<file path="src/rtl/ant_nav_ctrl.sv">
// rtl/ant_nav_ctrl.sv - wall-following maze ant navigation controller; pheromone trail marking under ANT_PHEROMONE_EN
module ant_nav_ctrl #(
    parameter int         FOLLOW_SIDE = 0,
    parameter int         TURN_CYC    = 1,
    parameter int         HIT_WAIT    = 4,
    parameter int         STEP_W      = 16,
    parameter int         PH_WIDTH    = 2,
    parameter int         PH_CODE     = 1,
    parameter logic [1:0] MV_HALT     = 2'b00,
    parameter logic [1:0] MV_RIGHT    = 2'b01,
    parameter logic [1:0] MV_LEFT     = 2'b10,
    parameter logic [1:0] MV_FWD      = 2'b11
) (
    input  logic                clk,
    input  logic                rst_n,
    input  logic                ant_l,
    input  logic                ant_r,
    input  logic                hit,
    input  logic                escape,
`ifdef ANT_PHEROMONE_EN
    input  logic [PH_WIDTH-1:0] ph_detected,
    output logic [PH_WIDTH-1:0] ph_drop,
`endif
    output logic [1:0]          move,
    output logic                escaped,
    output logic [STEP_W-1:0]   step_cnt
);

    // Reject configurations the controller cannot honour (zero-length holds, empty trail mark).
    if (TURN_CYC < 1 || HIT_WAIT < 1 || PH_WIDTH < 1 || PH_CODE == 0) begin : g_bad_cfg
        $error("ant_nav_ctrl: invalid parameter set");
    end

    localparam int TMAX = (TURN_CYC > HIT_WAIT) ? TURN_CYC : HIT_WAIT;
    localparam int TW   = $clog2(TMAX + 1);

    localparam logic [TW-1:0] T_TURN = TW'(TURN_CYC);
    localparam logic [TW-1:0] T_HIT  = TW'(HIT_WAIT);
    localparam logic [TW-1:0] T_ONE  = TW'(1);

    // Mirroring the follow side swaps which antenna is the wall and which turn is "away".
    localparam logic [1:0] MV_AWAY   = (FOLLOW_SIDE != 0) ? MV_LEFT  : MV_RIGHT;
    localparam logic [1:0] MV_TOWARD = (FOLLOW_SIDE != 0) ? MV_RIGHT : MV_LEFT;

    typedef enum logic [2:0] {
        S_IDLE,
        S_FWD,
        S_TAWAY,
        S_SETTLE,
        S_TTOWARD,
        S_BACKOFF,
        S_ESC
    } state_t;

    state_t              state_q, state_d;
    logic [1:0]          move_q, move_d;
    logic [TW-1:0]       timer_q, timer_d;
    logic                escaped_q, escaped_d;
    logic [STEP_W-1:0]   step_q, step_d;

    state_t              dec_state;
    logic [1:0]          dec_move;
    logic [TW-1:0]       dec_timer;

    logic                wall;
    logic                front;
    logic                ph_seen;

    assign wall  = (FOLLOW_SIDE != 0) ? ant_r : ant_l;
    assign front = (FOLLOW_SIDE != 0) ? ant_l : ant_r;

`ifdef ANT_PHEROMONE_EN
    localparam logic [PH_WIDTH-1:0] PH_VAL = PH_WIDTH'(PH_CODE);

    logic [PH_WIDTH-1:0] ph_drop_q, ph_drop_d;

    assign ph_seen = |ph_detected;
`else
    assign ph_seen = 1'b0;
`endif

    // Prioritised navigation decision from the current sensor sample.
    always_comb begin
        dec_state = S_TTOWARD;
        dec_move  = MV_TOWARD;
        dec_timer = T_TURN;
        if (escape) begin
            dec_state = S_ESC;
            dec_move  = MV_HALT;
            dec_timer = '0;
        end else if (hit) begin
            dec_state = S_BACKOFF;
            dec_move  = MV_HALT;
            dec_timer = T_HIT;
        end else if (front || (wall && ph_seen)) begin
            dec_state = S_TAWAY;
            dec_move  = MV_AWAY;
            dec_timer = T_TURN;
        end else if (wall) begin
            dec_state = S_FWD;
            dec_move  = MV_FWD;
            dec_timer = '0;
        end
    end

    // Next state, move, hold timer, escape latch and step count.
    always_comb begin
        state_d   = state_q;
        move_d    = move_q;
        timer_d   = timer_q;
        unique case (state_q)
            S_IDLE, S_FWD, S_SETTLE: begin
                state_d = dec_state;
                move_d  = dec_move;
                timer_d = dec_timer;
            end
            S_TAWAY: begin
                if (escape || hit) begin
                    state_d = dec_state;
                    move_d  = dec_move;
                    timer_d = dec_timer;
                end else if (timer_q <= T_ONE) begin
                    state_d = S_SETTLE;
                    move_d  = MV_HALT;
                    timer_d = '0;
                end else begin
                    timer_d = timer_q - T_ONE;
                end
            end
            S_TTOWARD: begin
                if (escape || hit) begin
                    state_d = dec_state;
                    move_d  = dec_move;
                    timer_d = dec_timer;
                end else if (timer_q <= T_ONE) begin
                    // One forced step after turning toward the wall, no wall check.
                    state_d = S_FWD;
                    move_d  = MV_FWD;
                    timer_d = '0;
                end else begin
                    timer_d = timer_q - T_ONE;
                end
            end
            S_BACKOFF: begin
                if (escape) begin
                    state_d = S_ESC;
                    move_d  = MV_HALT;
                    timer_d = '0;
                end else if (hit) begin
                    timer_d = T_HIT;
                end else if (timer_q <= T_ONE) begin
                    state_d = S_TAWAY;
                    move_d  = MV_AWAY;
                    timer_d = T_TURN;
                end else begin
                    timer_d = timer_q - T_ONE;
                end
            end
            S_ESC: begin
                move_d  = MV_HALT;
                timer_d = '0;
            end
            default: begin
                state_d = S_IDLE;
                move_d  = MV_HALT;
                timer_d = '0;
            end
        endcase

        escaped_d = escaped_q | (state_d == S_ESC);

        step_d = step_q;
        if (state_q != S_ESC && move_d == MV_FWD && step_q != {STEP_W{1'b1}}) begin
            step_d = step_q + STEP_W'(1);
        end
    end

    // Controller registers; reset drops straight back to IDLE with a halt command.
    always_ff @(posedge clk or negedge rst_n) begin
        if (!rst_n) begin
            state_q   <= S_IDLE;
            move_q    <= MV_HALT;
            timer_q   <= '0;
            escaped_q <= 1'b0;
            step_q    <= '0;
        end else begin
            state_q   <= state_d;
            move_q    <= move_d;
            timer_q   <= timer_d;
            escaped_q <= escaped_d;
            step_q    <= step_d;
        end
    end

`ifdef ANT_PHEROMONE_EN
    // Mark the trail on forward steps into cells that carry no pheromone yet.
    always_comb begin
        ph_drop_d = '0;
        if (move_d == MV_FWD && ph_detected == '0) begin
            ph_drop_d = PH_VAL;
        end
    end

    // Trail deposit register, aligned with the move register.
    always_ff @(posedge clk or negedge rst_n) begin
        if (!rst_n) begin
            ph_drop_q <= '0;
        end else begin
            ph_drop_q <= ph_drop_d;
        end
    end

    assign ph_drop = ph_drop_q;
`endif

    assign move     = move_q;
    assign escaped  = escaped_q;
    assign step_cnt = step_q;

endmodule

</file>
<file path="config.mk">
export PLATFORM = sky130hd
export DESIGN_NAME = ant_nav_ctrl
export DESIGN_NICKNAME = d
export VERILOG_FILES = /design/src/rtl/ant_nav_ctrl.sv
export SDC_FILE = /design/constraint.sdc
export NUM_CORES = 1
export LEC_CHECK = 0
export CAP_MARGIN = 20
export CORE_UTILIZATION = 41
export CTS_CLUSTER_SIZE = 28
export DETAILED_ROUTE_END_ITERATION = 8
export PLACE_DENSITY_LB_ADDON = 0.12
export SYNTH_ARGS = -nofsm -noshare
export SYNTH_HDL_FRONTEND = slang
export SYNTH_SLANG_ARGS = --single-unit
</file>
<file path="constraint.sdc">
create_clock -name clk -period 2.2 [get_ports clk]
set_input_delay 0.33 -clock clk [delete_from_list [all_inputs] [get_ports clk]]
set_output_delay 0.33 -clock clk [all_outputs]
set_load 0.03 [all_outputs]
</file>
==> metrics, run 1 <==
PD cells ~760 nW/µm²; outcome finished clean; clock skew about 2.2 ps; final setup fails 0; Ant. Diodes 0; Post-DRT Antenna Nets 0; Layout Nets roughly 190; final instance area around 1800 µm²; gr usage total just over 20%; Post-Syn Area per Cell 9.70 µm²; top post-synthesis cells by area dfrtp_1 (45%), xnor2_1 (7.6%), nand2_1 (4.4%); starting density of the core approximately 44%; top-count cell post-synth dfrtp_1; vias per cell 5.28; area leader, netlist dfrtp_1; PnR worst setup slack about 170 ps; CTS max path bufs 2; worst slew pin tran 428 ps; Worst-Skew Late Latency roughly 330 ps; critical-path maximum fanout 14; Synth Cell Area approximately 1400 µm²; antenna violations before repair 0; Final Cycle Share 92.3%; Yosys cell types 40; die height around 60 µm; CTS sink cnt 25; post-layout min period just over 2000 ps; EDFF count, synth 0; utilization after layout 57.0%; pre-CTS setup slack -111 ps; Synth warnings 0; Slew Viols, Final 0; post-route non-filler standard cell count 222; drt total wl 3150 µm; Hold Path Class in2async; post-DP HPWL 2300 µm; share of cells above drive strength 1 16.3%; CTS tree done; post-DR wirelength/cell approximately 14 µm; placed cell area between 1500 and 2000 µm²; worst vdd ir a little over 0.4 mV; max cap viols 0; DRT Pass-1 Iters 4; Worst Setup End Kind flip-flop; fmax 492 MHz; First DRT Iteration DRCs slightly above 70; core area between 3000 and 4000 µm²; register area share after synthesis between 40% and 50%; GPL Wtd Cong 0.871; Fin. Hold Viols 0; TritonCTS buffer count 3; GRT overflow 0; Synthesized Nets 150; synthesis-to-finish area growth 29.3%; global-route wire length before repair approximately 5400 µm; # rows 20; setup_tns 0 ps; H-tree depth 1; #FFs+latches synth 25; WP data required between 2000 and 2500 ps; Die Area 3600 µm²; Primary FF master, synth dfrtp_1; Clk pin slew, worst setup/hold paths around 150 ps; vias 1172; slew margin rel. between 70% and 80%; top post-synthesis cells by count dfrtp_1 (25), nand2_1 (16), xnor2_1 (12); top-area cell type share of the netlist area between 40% and 50%; DRC Markers 0; WP data arrival 2270 ps; vias in the first global route approximately 1100; Setup CP Type reg2reg; post-synthesis cell count ~140; I/O pin cnt 25; worst hold margin 341 ps; Die Wd between 50 and 60 µm; root buf cell clkbuf_4; largest net degree at the start of global routing 26; Port Buffers 24; DP Cell Count 218; Overall Power roughly 1.4 mW; fraction of registers with async set/reset 100%; crit path launch type flip-flop; Lkg Pwr around 0.74 nW; RSZ-0062 raised after global routing no
layer usage:
layer	vias to the layer above	global-route usage [%]	part of all wire [%]
met3	2	2.81	4.4
met1	559	28.9	50
met4	0	6.98	0.57
li1	579	-	-
met2	32	31.3	45
met5	-	0	0
critical path, cell delays in order (launching register included):
cell and delay [ps]:
dfrtp_2 510, or2b_1 220, or2b_1 280, o221ai_2 220, and3_1 230, buf_12 150, mux2_2 320
what timing repair did:
action	4_1_cts	5_1_grt
endpoints found under the setup margin	0	4
hold buffers	0	0
resized for setup	0	1
setup buffers	0	0
power by group:
| group | total [mW] | switching (mW) | internal [mW] |
|---|---|---|---|
| Sequential | 0.598 | 0.0847 | 0.514 |
| Clock | 0.224 | 0.155 | 0.0695 |
| Combinational | 0.531 | 0.283 | 0.248 |
| Total | 1.35 | 0.522 | 0.831 |
cell type report:
type / count / area, µm²
Sequential cell: 25 / 627
Fill cell: 294 / 1350
Tap cell: 44 / 55.1
Clock buffer: 3 / 22.5
Multi-Input combinational cell: 105 / 689
Inverter: 6 / 22.5
Timing Repair Buffer: 38 / 358
Clock inverter: 1 / 7.51
sequential cells by signal, indices dropped and copies added, names as in the netlist:
signal	count
move	2
escaped	1
timer_q	3
step_cnt	16
state_q	3
worst paths after layout:
path / startpoint / to / slack (ps) / cells after the start
max: state_q[1] / step_cnt[1] / 170 / 6
min: rst_n / timer_q[0] / 340 / 2
max reg2reg: state_q[1] / step_cnt[1] / 170 / 6
min reg2reg: escaped / escaped / 480 / 1
max in group asynchronous: rst_n / state_q[1] / 1600 / 2
min in group clk: escaped / escaped / 480 / 1
layout by cell type, fill, tap and decap left out, types with 2 or more instances in the layout:
cell / instances
nor3_1: 6
mux2i_1: 2
and3_2: 2
xnor2_1: 12
clkdlybuf4s50_1: 24
and3_1: 3
o21ai_0: 11
dfrtp_1: 24
nand3_1: 6
nand2_1: 16
nand2b_1: 3
ha_1: 2
clkbuf_4: 3
nor2_1: 8
or2b_1: 2
a21oi_1: 4
inv_1: 6
buf_4: 13
mux2_2: 3
nand4_1: 5
a211oi_1: 2
logic make-up (layout without fill, tap and decap cells):
family	count (synthesis)	count (layout)	synth area share (%)
xor+xnor	13	13	8.27
simple gates	58	58	22.6
compound gates	27	27	13.4
fa+ha+maj	2	2	1.82
mux	5	5	3.91
flops	25	25	45.4
buf+inv	12	48	4.54
Note: power is estimated with default switching activity, not from simulation.
==> run 2: changes to the inputs <==
--- a/config.mk
+++ b/config.mk
@@ -5,11 +5,10 @@
 export SDC_FILE = /design/constraint.sdc
 export NUM_CORES = 1
 export LEC_CHECK = 0
-export CAP_MARGIN = 20
 export CORE_UTILIZATION = 41
-export CTS_CLUSTER_SIZE = 28
 export DETAILED_ROUTE_END_ITERATION = 8
 export PLACE_DENSITY_LB_ADDON = 0.12
+export REMOVE_ABC_BUFFERS = 1
 export SYNTH_ARGS = -nofsm -noshare
 export SYNTH_HDL_FRONTEND = slang
 export SYNTH_SLANG_ARGS = --single-unit
==> run 2 against run 1 <==
Net effect: first-iteration DRC count shrank 17%; via count fell by 1.5%; final cell count stayed put; sequential share of layout area barely moved; largest power group unchanged; flip-flop and latch count is the same; critical endpoint unchanged; non-clock buffer count unchanged; critical path depth did not move; maximum frequency increased by 1.1%; wire length fell by 10%; global-route usage down 2.4 points; clock power is 11% lower.
==> metrics, run 2 (synthesized netlist as in run 1, its figures left out) <==
RSZ-0062 raised after global routing no; Port Buffers 24; synthesis-to-finish area growth 29.1%; Hold Path Class in2async; CTS Hold Bufs 0; post-CTS setup buffer count 0; number of flip-flops under the largest register name 16; slew margin rel. between 70 and 80%; antenna violations before repair 0; # rows 20; largest net degree at the start of global routing 26; Lkg Pwr about 0.75 nW; DRC Markers 0; CTS tree done; critical-path maximum fanout 14; WP data required 2410 ps; most frequent cells in the layout dfrtp_1 (25), clkdlybuf4s50_1 (24), nand2_1 (16), buf_4 (13), xnor2_1 (12); Fin. Hold Viols 0; outcome finished clean; CTS max path bufs 2; vias per cell slightly above 5; Reg2Reg Capture Point step_cnt[1]; gr usage total 17.8%; Worst Setup End Kind flip-flop; Die Wd 60.0 µm; max cap viols 0; Die Area approximately 3600 µm²; share of cells above drive strength 1 ~16%; vias between 1000 and 1500; global-route wire length before repair roughly 4800 µm; Layout Nets between 150 and 200; PD cells about 720 nW/µm²; Slew Viols, Final 0; Clk pin slew, worst setup/hold paths roughly 140 ps; CTS sink cnt 25; Reg2Reg Depth 6; post-DR wirelength/cell approximately 13 µm; worst vdd ir around 0.44 mV; GRT overflow 0; Overall Power approximately 1.3 mW; fmax 498 MHz; vias in the first global route between 1000 and 1500; Ant. Diodes 0; root buf cell clkbuf_4; worst slew pin tran roughly 310 ps; starting density of the core between 40% and 50%; post-DP HPWL ~2100 µm; core area approximately 3100 µm²; Setup CP Type reg2reg; drt total wl 2830 µm; pre-CTS setup slack -70.4 ps; Post-CTS Resized 0; GPL Wtd Cong approximately 0.86; r2r startpoint state_q[0]; DRT Pass-1 Iters 4; crit path launch type flip-flop; post-layout min period around 2000 ps; H-tree depth 1; final setup fails 0; TritonCTS buffer count 3; Worst-Skew Late Latency between 300 and 400 ps; Post-DRT Antenna Nets 0; worst hold margin about 360 ps; PnR worst setup slack roughly 190 ps; reg-to-reg setup timing slack roughly 190 ps; most common cell after layout, fill and taps aside dfrtp_1; Final Cycle Share ~91%; clock skew between 6 and 7 ps; WP data arrival between 2000 and 2500 ps; I/O pin cnt 25; die height approximately 60 µm; First DRT Iteration DRCs between 50 and 60
==> run 2: cell count changes in the layout (fill, tap and decap cells not counted), sizes merged <==
| cell | delta |
|---|---|
| clkinv | +1 |
| clkinvlp | -1 |
==> run 2: metal layers <==
layer	share of wire [%]	GRT usage [%]
met1	50	26.7
met2	44	27.0
met3	6.1	3.46
met4	0.49	2.99
met5	0	0
==> run 2: report_power, final <==
part / switching, mW / total (mW) / internal, mW
clock network: 0.132 / 0.200 / 0.0677
registers: 0.0730 / 0.585 / 0.512
logic: 0.276 / 0.500 / 0.225
total: 0.481 / 1.29 / 0.804
==> run 2: final cells by class <==
type	count	area, µm²
tap	44	55.1
clock buffer	3	22.5
fill	281	1350
clock inverter	1	5.00
inverter	6	22.5
sequential	25	626
multi-input combinational	105	689
timing repair buffer	38	358
==> run 2: worst max path at each step <==
stage,start,to,slack [ps],depth (start not counted)
2_1_floorplan,step_cnt[3],step_cnt[1],130,5
3_3_place_gp,hit,step_cnt[1],-40,7
3_5_place_dp,hit,step_cnt[1],-70,7
4_1_cts,state_q[0],step_cnt[1],200,6
5_1_grt,state_q[0],step_cnt[14],80,6
6_report,state_q[0],step_cnt[1],190,6
==> run 2: per-stage QoR <==
stage | std cells | util, % | area (µm²) | setup TNS, ps
after floorplan | 136 | - | 1340 | 0
after global placement | 218 | 56.0 | 1750 | -84.5
after detailed placement | 218 | 56.0 | 1750 | -163
after CTS | 222 | 56.8 | 1780 | 0
after global routing | 222 | 56.8 | 1780 | 0
final | 222 | 56.8 | 1780 | 0
==> run 2: critical path, cell delays in order (launching register included) <==
cell,delay (ps)
dfrtp_1,490
or2b_1,180
or2b_1,300
o221ai_2,240
and3_1,240
buf_12,140
mux2_2,330
